$ cat config.mk
export PLATFORM = sky130hd
export DESIGN_NAME = mem_fill_responder
export DESIGN_NICKNAME = d
export VERILOG_FILES = /design/src/rtl/mem_fill_responder.sv
export SDC_FILE = /design/constraint.sdc
export NUM_CORES = 1
export LEC_CHECK = 0
export ABC_AREA = 1
export BUFFER_PORTS_ARGS = -buffer_cell sky130_fd_sc_hd__buf_2
export CELL_PAD_IN_SITES_DETAIL_PLACEMENT = 1
export CELL_PAD_IN_SITES_GLOBAL_PLACEMENT = 2
export CORE_MARGIN = 2
export CORE_UTILIZATION = 40
export DETAILED_ROUTE_END_ITERATION = 8
export GPL_ROUTABILITY_DRIVEN = 0
export PLACE_DENSITY = 0.82
export SYNTH_ARGS = -nofsm -noshare
export SYNTH_HDL_FRONTEND = slang
export SYNTH_SLANG_ARGS = --single-unit
export TNS_END_PERCENT = 100
$ cat constraint.sdc
create_clock -name clk -period 4.5 [get_ports clk]
set_input_delay 0 -clock clk [delete_from_list [all_inputs] [get_ports clk]]
set_output_delay 0 -clock clk [all_outputs]
set_load 0.1 [all_outputs]
$ cat src/rtl/mem_fill_responder.sv
// Buffer-side responder for the mining write/read controller: fills a DEPTH-word RAM
// from a valid/ready stream, then serves one word per controller-supplied address.
module mem_fill_responder #(
  parameter int DATA_W = 32,
  parameter int DEPTH  = 16,
  parameter int ADDR_W = 9
) (
  input  logic              clk,
  input  logic              reset,
  input  logic              we,
  input  logic [ADDR_W-1:0] indirizzo_read,
  input  logic [DATA_W-1:0] in_data,
  input  logic              in_valid,
  output logic              in_ready,
  output logic [DATA_W-1:0] out_data,
  output logic              out_valid,
  input  logic              out_ready,
  output logic              fine_scrittura,
  output logic              fine_lettura,
  output logic              busy
);

  localparam int PTR_W       = (DEPTH > 1) ? $clog2(DEPTH) : 1;
  localparam int WAIT_CYCLES = 1;

  localparam logic [PTR_W-1:0]  LAST_PTR  = PTR_W'(DEPTH - 1);
  localparam logic [ADDR_W-1:0] LAST_ADDR = ADDR_W'(DEPTH - 1);
  localparam logic [ADDR_W:0]   DEPTH_EXT = (ADDR_W + 1)'(DEPTH);
  localparam logic [1:0]        WAIT_LAST = 2'(WAIT_CYCLES - 1);

  typedef enum logic [2:0] {
    IDLE, FILL, FULL, RD_ISSUE, RD_VALID, RD_WAIT, DONE
  } state_t;

  state_t            state_q, state_d;
  logic [PTR_W-1:0]  wr_ptr_q, wr_ptr_d;
  logic [1:0]        wait_cnt_q, wait_cnt_d;
  logic [ADDR_W-1:0] rd_addr_q, rd_addr_d;
  logic [DATA_W-1:0] out_data_q, out_data_d;
  logic              out_valid_q, out_valid_d;
  logic              fs_q, fs_d;
  logic              fl_q, fl_d;

  logic [DATA_W-1:0] mem [DEPTH];
  logic              wr_en;
  logic              in_range;
  logic [DATA_W-1:0] rd_word;

  // Addresses past the buffer read back as zero rather than aliasing into it.
  assign in_range = {1'b0, indirizzo_read} < DEPTH_EXT;
  assign rd_word  = in_range ? mem[indirizzo_read[PTR_W-1:0]] : '0;

  always_comb begin
    state_d     = state_q;
    wr_ptr_d    = wr_ptr_q;
    wait_cnt_d  = wait_cnt_q;
    rd_addr_d   = rd_addr_q;
    out_data_d  = out_data_q;
    out_valid_d = out_valid_q;
    fs_d        = 1'b0;
    fl_d        = 1'b0;
    wr_en       = 1'b0;

    case (state_q)
      IDLE, DONE: begin
        if (we) begin
          state_d  = FILL;
          wr_ptr_d = '0;
        end
      end
      FILL: begin
        if (in_valid) begin
          wr_en    = 1'b1;
          wr_ptr_d = wr_ptr_q + PTR_W'(1);
          if (wr_ptr_q == LAST_PTR) begin
            wr_ptr_d = '0;
            state_d  = FULL;
            fs_d     = 1'b1;
          end
        end
      end
      FULL: begin
        if (!we) state_d = RD_ISSUE;
      end
      RD_ISSUE: begin
        rd_addr_d   = indirizzo_read;
        out_data_d  = rd_word;
        out_valid_d = 1'b1;
        state_d     = RD_VALID;
      end
      RD_VALID: begin
        if (out_ready) begin
          out_valid_d = 1'b0;
          if (rd_addr_q == LAST_ADDR) begin
            fl_d    = 1'b1;
            state_d = DONE;
          end else begin
            fs_d       = 1'b1;
            wait_cnt_d = '0;
            state_d    = RD_WAIT;
          end
        end
      end
      // Gives the controller one cycle to advance indirizzo_read after the strobe.
      RD_WAIT: begin
        if (wait_cnt_q == WAIT_LAST) begin
          wait_cnt_d = '0;
          state_d    = RD_ISSUE;
        end else begin
          wait_cnt_d = wait_cnt_q + 2'd1;
        end
      end
      default: state_d = IDLE;
    endcase
  end

  always_ff @(posedge clk) begin
    if (reset) begin
      state_q     <= IDLE;
      wr_ptr_q    <= '0;
      wait_cnt_q  <= '0;
      rd_addr_q   <= '0;
      out_data_q  <= '0;
      out_valid_q <= 1'b0;
      fs_q        <= 1'b0;
      fl_q        <= 1'b0;
    end else begin
      state_q     <= state_d;
      wr_ptr_q    <= wr_ptr_d;
      wait_cnt_q  <= wait_cnt_d;
      rd_addr_q   <= rd_addr_d;
      out_data_q  <= out_data_d;
      out_valid_q <= out_valid_d;
      fs_q        <= fs_d;
      fl_q        <= fl_d;
    end
  end

  always_ff @(posedge clk) begin
    if (wr_en) mem[wr_ptr_q] <= in_data;
  end

  assign in_ready  = (state_q == FILL);
  assign busy      = (state_q != IDLE) && (state_q != DONE);
  assign out_data  = out_data_q;
  assign out_valid = out_valid_q;
  // A pulse already in flight is masked the moment reset is raised.
  assign fine_scrittura = fs_q & ~reset;
  assign fine_lettura   = fl_q & ~reset;

endmodule

==> results.md, run 1 <==
- Port Buf Inserts: 82
- Synth-to-layout area growth: 14.9%
- Initial antenna violation count: 0
- Mux cell area share after synthesis: 0%
- Final setup fails: 0
- RSZ-0062 raised after global routing: false
- Placed cell count: 3,136
- Depth of the CTS H-tree: 2
- Post-synthesis cell area: 24,000 µm²
- Hold slack: 0.000722 ns
- F_max: 350 MHz
- Drt first pass iters: 5
- Hold Path Class: in -> reg
- Synth top area share: 64.1%
- Compound-Gate Fraction of Synth Area: 1.23%
- Top-count cell post-synth: nand2_1
- Max-cap violations: 0
- #FFs+latches synth: 565
- Main combinational cell family by area after synthesis: simple AND/OR/NAND/NOR gates
- Util after Layout: 46.6%
- Clk Latency, worst-skew pair: 0.64 ns
- Reg clk slew, reported paths: 0.06 ns
- Post-synth top area cell: edfxtp_1
- EDFF count, synth: 512
- Tmin final: 2.85 ns
- Largest net degree at the start of global routing: 148
- Total number of vias: 16.6k
- FFs w/ async S/R, synth: 0%
- # Post-CTS Setup Buffers: 0
- Critical path data required time: 4.84 ns
- CTS root buf: clkbuf_16
- Worst-margin pin slew: 1.29 ns
- Hold_buf cts: 40
- Clock Sinks: 565
- Syn. warnings: 0
- # nets final: 2,517
- Final worst-path cycle share: 63.4%
- Fraction of layout cells with a size suffix above 1: 9.22%
- Maximum ir drop on the vdd rail: 0.000346 V
- WL final: 66,100 µm
- Number of distinct library cells after synthesis: 23
- CTS Buf Count: 60
- Final HPWL DP: 36,200 µm
- Layout Cells excl Fill: 3,288
- CP endpoint kind: flop
- Simple-gate share of the synthesized area: 21.3%
- Worst clock skew: 0.0224 ns
- DRC: 0
- Power Dens Cells: 434 nW/µm²
- Sequential area share after synthesis: 68.5%
- Max Buffers Root-to-Sink: 3
- Post-synthesis area per instance: 10.1 µm²
- Final Total Pwr: 12.0 mW
- Vias in the first global route: 17.7k
- Post-CTS sizing: 0
- XOR/XNOR Fraction of Synth Area: 0.0365%
- Hold Path Depth: 3
- CP Launch Type: flop
- Synthesized instance count: 2,377
- Rows: 89
- Path depth of the worst reg2reg path: 7
- Post-synthesis adder-cell area fraction: 0.313%
- GRT overflow: 0
- First DRT Iteration DRCs: 966
- Syn_nets: 2,429
- Setup TNS: 0 ns
- Pre-CTS setup slack: 1.63 ns
- Crit Path Class: reg -> reg
- CP Max Fanout: 26
- Antenna Cells: 0
- Die H: 249 µm
- Core area: 59,100 µm²
- Die W: 249 µm
- Arr. time, crit path: 3.20 ns
- DIE AREA: 62,000 µm²
- Top cells by area, synth: edfxtp_1 (64%), nand2_1 (12%), nand3_1 (8.1%)
- Mean routed wirelength per cell: 20.1 µm
- Synth Flop Type: edfxtp_1
- Final Hold Vio Count: 0
- DP Area: 25,200 µm²
- Ports: 83
- Status: complete, no violations
- Final Cell Area: 27,600 µm²
- Final worst slack: 1.65 ns
- Tot GR Track Use: 21.5%
- Initial Util: 40.6%
- CTS tree: built
- Slew Limit Fails: 0
- Slew margin rel.: 13.8%
- Vias per std cell: 5.06
- Global-route wire length before repair: 103,000 µm
- ANT nets after route: 0
- Top post-synthesis cells by count: nand2_1 (769), edfxtp_1 (512), inv_1 (401)
- Leak Pwr: 11.6 nW
-- registers in the layout, summed over array words and instances (netlist names) --
register    count
fl_q            1
state_q         3
mem           512
wr_ptr_q        4
wait_cnt_q      2
rd_addr_q       9
out_data       32
out_valid       1
fs_q            1
-- area by class of cell --
type	count	area (µm²)
inverters	409	1550
flip-flops and latches	565	16400
well taps	773	967
clock buffers	72	1640
clock inverters	40	362
fillers	6438	31600
repair buffers	146	1030
multi-input cells	1283	5600
-- final timing paths --
| check | slack [ns] | startpoint | to |
|---|---|---|---|
| worst max-delay path | 1.65 | state_q[0] | mem[6][14] |
| worst min-delay path | 0.0007 | reset | state_q[2] |
| worst max register to register | 1.65 | state_q[0] | mem[6][14] |
| worst min register to register | 0.46 | rd_addr_q[8] | rd_addr_q[8] |
-- per-layer routing --
layer / vias to the layer above / track usage [%] / wire length, µm
met4: 0 / 7.00 / 1790
met5: - / 0 / 0
met3: 102 / 2.65 / 2170
met2: 257 / 38.3 / 33300
li1: 7851 / - / -
met1: 8422 / 27.2 / 28900
-- cells in the final DEF, fill, tap and decap left out, drive strengths merged --
cell and count:
nand2 769, edfxtp 512, inv 409, nand3 390
buf 105, clkbuf 73, dfxtp 53, a21oi 48
nor2 45, dlygate4sd3 40, clkinv 32, o21ai 11
nor3 9, ha 6, bufinv 6, nand4 3
clkinvlp 2, xor2 1, nor3b 1
-- report_power, final --
| part | switching [mW] | internal (mW) | total [mW] |
|---|---|---|---|
| registers | 0.0511 | 5.85 | 5.90 |
| clock network | 2.10 | 2.93 | 5.03 |
| logic | 0.785 | 0.251 | 1.04 |
| total | 2.94 | 9.03 | 12.0 |
-- cell families (layout without fill, tap and decap cells) --
kind of cell	after synthesis	in the layout
buffers and inverters	529	667
adder cells (fa/ha/maj)	6	6
XOR/XNOR	1	1
AO/OA/AOI/OAI	59	59
flip-flops	565	565
AND/OR/NAND/NOR	1217	1217
-- critical path, cell delays in order, from the launching register on --
cell     delay (ns)
dfxtp_1        0.45
inv_2          0.11
nor2_1         0.17
nand2_1        0.13
nor2_2         0.21
nand2_1        0.27
nor2_4         0.91
buf_4          0.31
Note: power is estimated with default switching activity, not from simulation.
==> run 2, diff against run 1 <==
==> constraint.sdc (replaced) <==
create_clock -name clk -period 2.7 [get_ports clk]
set_input_delay 0 -clock clk [delete_from_list [all_inputs] [get_ports clk]]
set_output_delay 0 -clock clk [all_outputs]
set_load 0.1 [all_outputs]
==> run 2 against run 1 <==
Effect of this change: cell area increased by 1.0%; fmax increased by 31%; count of clock-buffer cells in the layout is 9 higher; clock power up 59%; cell count up 0.76%; critical endpoint is now mem[14][18]; largest power group unchanged.
==> results.md, run 2 (synthesized netlist as in run 1, its figures left out) <==
- CP endpoint kind: flop
- Initial antenna violation count: 0
- Final Hold Vio Count: 0
- Worst clock skew: 0.0209 ns
- # Post-CTS Setup Buffers: 0
- Critical path data required time: 2.97 ns
- Initial Util: 40.6%
- Slew margin rel.: 30.8%
- DIE AREA: 62,000 µm²
- Hold Path Class: in -> reg
- Status: complete, no violations
- DRC: 0
- Tot GR Track Use: 21.1%
- # nets final: 2,542
- ANT nets after route: 0
- Met1 WL: 27,600 µm
- Register area: 16,400 µm²
- Clk Latency, worst-skew pair: 0.63 ns
- Power Dens Cells: 703 nW/µm²
- CTS Buf Count: 60
- Tmin final: 2.18 ns
- Final Cell Area: 27,900 µm²
- F_max: 459 MHz
- CTS root buf: clkbuf_16
- Top reg by flops: mem
- RSZ-0062 raised after global routing: false
- Final setup fails: 0
- Arr. time, crit path: 2.45 ns
- Util after Layout: 47.1%
- Multi-input gate area: 5600 µm²
- Maximum ir drop on the vdd rail: 0.000516 V
- DR WL met2: 33,000 µm
- Die H: 249 µm
- Commonest cells after routing, fill and taps aside: nand2_1 (769), edfxtp_1 (512), inv_1 (398)
- Synth-to-layout area growth: 16.1%
- Reg clk slew, reported paths: 0.06 ns
- Vias in the first global route: 18.2k
- Slew Limit Fails: 0
- Pre-CTS setup slack: 0.492 ns
- DR top layer: met4
- Port Buf Inserts: 82
- Clock Sinks: 565
- Leak Pwr: 11.7 nW
- Global-route wire length before repair: 101,000 µm
- CTS tree: built
- Metal3 WL: 2420 µm
- Fraction of layout cells with a size suffix above 1: 9.69%
- Core area: 59,100 µm²
- Final HPWL DP: 36,500 µm
- Mean routed wirelength per cell: 19.6 µm
- Rows: 89
- DP Area: 25,500 µm²
- Fillers: 6,499
- Ports: 83
- Final worst-path cycle share: 80.7%
- Leading cell type in the layout, fill and taps excluded: nand2_1
- Total number of vias: 16.7k
- Die W: 249 µm
- GRT overflow: 0
- Antenna Cells: 0
- Drt first pass iters: 4
- CP Max Fanout: 19
- Max-cap violations: 0
- First DRT Iteration DRCs: 968
- Worst-margin pin slew: 1.04 ns
- Max Buffers Root-to-Sink: 3
- Final worst slack: 0.522 ns
- CP Launch Type: flop
- Final Total Pwr: 19.6 mW
- Largest net degree at the start of global routing: 129
- Hold slack: 0.158 ns
- Max FFs per register: 512
- WL final: 64,800 µm
- Vias per std cell: 5.04
- Depth of the CTS H-tree: 2
- Crit Path Class: reg -> reg
-- run 2: worst max-delay path, cell delays in order (launching register included) --
cell and delay, ns:
dfxtp_1 0.46, inv_2 0.11, nor2_1 0.15, nand2_1 0.12, nor2_2 0.21, nand2_1 0.27, nor2_4 0.16, buf_4 0.35
-- run 2: repair_timing --
item                      CTS  global route
resized for setup           0             0
hold endpoints to repair  548             0
hold buffers               42             0
-- run 2: layer usage --
layer | track usage (%) | vias to the layer above
met5 | 0 | -
met4 | 6.56 | 0
met3 | 3.30 | 126
met2 | 38.1 | 303
met1 | 25.9 | 8363
li1 | - | 7900
-- run 2: path summary, 6_finish.rpt --
check	startpoint	end	slack [ns]	cells after the start
min	indirizzo_read[3]	out_data[15]	0.16	6
max reg2reg	state_q[0]	mem[14][18]	0.52	7
max	state_q[0]	mem[14][18]	0.52	7
min reg2reg	out_data[24]	out_data[24]	0.46	2
-- run 2: layout make-up --
class	instances	share of cell area, %
multi-input cells	1283	20.1
inverters	409	5.55
clock inverters	31	0.930
flip-flops and latches	565	59.0
well taps	773	3.47
clock buffers	81	5.86
repair buffers	171	5.10
-- run 2: stage by stage --
step / std cells / TNS (ns)
after floorplan: 2377 / -84.92
after global placement: 3159 / 0
after detailed placement: 3159 / 0
after CTS: 3313 / 0
after global routing: 3313 / 0
final: 3313 / 0
-- run 2: where the power goes --
group	internal, mW	switching, mW
Sequential	9.75	0.0905
Clock	4.60	3.41
Combinational	0.450	1.28
Total	14.8	4.78
==> run 3, diff against run 2 <==
--- a/config.mk
+++ b/config.mk
@@ -10,10 +10,10 @@
 export CELL_PAD_IN_SITES_DETAIL_PLACEMENT = 1
 export CELL_PAD_IN_SITES_GLOBAL_PLACEMENT = 2
 export CORE_MARGIN = 2
-export CORE_UTILIZATION = 40
+export CORE_UTILIZATION = 37
 export DETAILED_ROUTE_END_ITERATION = 8
 export GPL_ROUTABILITY_DRIVEN = 0
-export PLACE_DENSITY = 0.82
+export PLACE_DENSITY = 0.8
 export SYNTH_ARGS = -nofsm -noshare
 export SYNTH_HDL_FRONTEND = slang
 export SYNTH_SLANG_ARGS = --single-unit
==> constraint.sdc (replaced) <==
create_clock -name clk -period 2 [get_ports clk]
set_input_delay 0 -clock clk [delete_from_list [all_inputs] [get_ports clk]]
set_output_delay 0 -clock clk [all_outputs]
set_load 0.1 [all_outputs]
==> run 3 against run 2 <==
Effect of this change: clock skew is 0.0034 ns lower; worst setup slack worse by 0.43 ns; first-iteration DRC count is 3.4% lower; flip-flop and latch count stayed put.
==> results.md, run 3 (synthesized netlist as in run 1, its figures left out) <==
- Final worst slack: 0.0900 ns
- Slew Limit Fails: 0
- Critical path, cell by cell: buf_4, nor3_4, buf_2
- Mean routed wirelength per cell: 20.3 µm
- Tmin final: 1.91 ns
- Leak Pwr: 12.0 nW
- WL final: 69,700 µm
- Antenna Cells: 0
- Reg clk slew, reported paths: 0.06 ns
- ANT nets after route: 0
- Max FFs per register: 512
- Hold endpoint: rd_addr_q[8]
- Initial antenna violation count: 0
- Max-cap violations: 0
- Worst-margin pin slew: 0.616 ns
- Path depth of the worst reg2reg path: 7
- R2r endpoint: mem[11][31]
- Setup TNS: 0 ns
- Critical path data required time: 2.00 ns
- Critical path's slowest cell: buf_2
- RSZ-0062 raised after global routing: false
- CP Max Fanout: 5
- # Post-CTS Setup Buffers: 0
- Arr. time, crit path: 1.91 ns
- Max Buffers Root-to-Sink: 3
- Crit-path leading delay family: buffers and inverters
- Clk Latency, worst-skew pair: 0.64 ns
- Largest net degree at the start of global routing: 83
- Hold Path Depth: 4
- Rows: 93
- Depth of the CTS H-tree: 2
- Worst clock skew: 0.0174 ns
- Clock Sinks: 565
- Die W: 259 µm
- Met2 Use GR: 37.8%
- Final Hold Vio Count: 0
- Slew margin rel.: 58.9%
- Register area: 16,400 µm²
- First DRT Iteration DRCs: 935
- Power Dens Cells: 948 nW/µm²
- Vias in the first global route: 18.2k
- Synth-to-layout area growth: 19.5%
- Vias per std cell: 4.94
- GRT overflow: 0
- Global-route wire length before repair: 107,000 µm
- Fraction of layout cells with a size suffix above 1: 11.1%
- CP endpoint kind: output port
- Hold Path Origin: indirizzo_read[8]
- Met3 usage: 2.62%
- Commonest cells after routing, fill and taps aside: nand2_1 (769), edfxtp_1 (512), inv_1 (398)
- Crit Path Class: reg -> out
- Status: complete, no violations
- DIE AREA: 66,900 µm²
- Maximum ir drop on the vdd rail: 0.000688 V
- M1 GR Usage: 26.5%
- Fillers: 7,115
- CTS root buf: clkbuf_16
- CTS tree: built
- Drt first pass iters: 5
- CP Launch Type: flop
- Reg-to-reg slack, setup: 0.11 ns
- DRC: 0
- Total number of vias: 16.9k
- R2r startpoint: state_q[0]
- Final HPWL DP: 41,800 µm
- F_max: 524 MHz
- Final worst-path cycle share: 95.5%
- Busiest grt layer: met2
- Worst path bufs/invs: 2
- Hold Path Class: in -> reg
- # nets final: 2,576
- Die H: 259 µm
- Top reg by flops: mem
- Ports: 83
- Leading cell type in the layout, fill and taps excluded: nand2_1
- Crit path largest cell delay: 0.51 ns
- Final Total Pwr: 27.2 mW
- Port Buf Inserts: 82
- Core area: 64,200 µm²
- Pre-CTS setup slack: 0.0588 ns
- Multi-input gate area: 5630 µm²
- CTS Buf Count: 61
- Initial Util: 37.4%
- Tot GR Track Use: 21.0%
- Final setup fails: 0
## run 3: cell count changes in the layout (fill, tap and decap cells not counted), sizes merged
| cell | before | now |
|---|---|---|
| buf | 128 | 157 |
| clkinv | 23 | 24 |
| dlygate4sd3 | 42 | 46 |
| clkinvlp | 2 | 3 |
| clkbuf | 82 | 80 |
| bufinv | 4 | 6 |
## run 3: worst register-to-register path: cells and delay by family, from the launching register on
family	cells	cell delay, ns
flip-flops	1	0.39
AND/OR/NAND/NOR	4	0.72
buffers and inverters	3	0.42
## run 3: final cells by class
class,instances,share of cell area (%)
Tap cell,855,3.73
Clock buffer,79,5.77
Sequential cell,565,57.3
Inverter,409,5.40
Multi-Input combinational cell,1283,19.6
Clock inverter,35,1.25
Timing Repair Buffer,204,6.88
## run 3: worst max-delay path by stage
stage	cells past startpoint	end	startpoint	slack (ns)
global placement	8	mem[6][20]	state_q[0]	0.09
finish	3	in_ready	state_q[1]	0.09
floorplan	6	mem[0][0]	state_q[0]	-0.19
detailed placement	8	mem[6][20]	state_q[0]	0.06
global route	8	mem[10][30]	state_q[0]	0.004
CTS	8	mem[6][20]	state_q[0]	0.04
## run 3: timing repair
action	4_1_cts	5_1_grt
hold endpoints to repair	565	0
resized for setup	0	4
hold buffers	46	0
setup endpoints to repair	0	116
## run 3: power breakdown
part	leakage (nW)	switching, mW	internal (mW)
combinational	6.00	1.84	0.694
sequential	5.03	0.117	13.2
clock	0.982	4.77	6.61
total	12.0	6.72	20.5
## run 3: layer usage
metal  wire length (µm)  part of all wire [%]
met5                  0                     0
met4               1660                   2.4
met3               2610                   3.8
met2              35800                    51
met1              29600                    42
## run 3: through the flow
stage | utilization (%) | hold slack (ns) | cell area [µm²] | instances
2_1_floorplan | - | 0.0989 | 24100 | 2377
3_3_place_gp | 40.8 | 0.283 | 26200 | 3270
3_5_place_dp | 40.8 | 0.300 | 26200 | 3270
4_1_cts | 44.6 | 0.154 | 28700 | 3430
5_1_grt | 44.6 | 0.232 | 28700 | 3430
6_report | 44.6 | 0.206 | 28700 | 3430
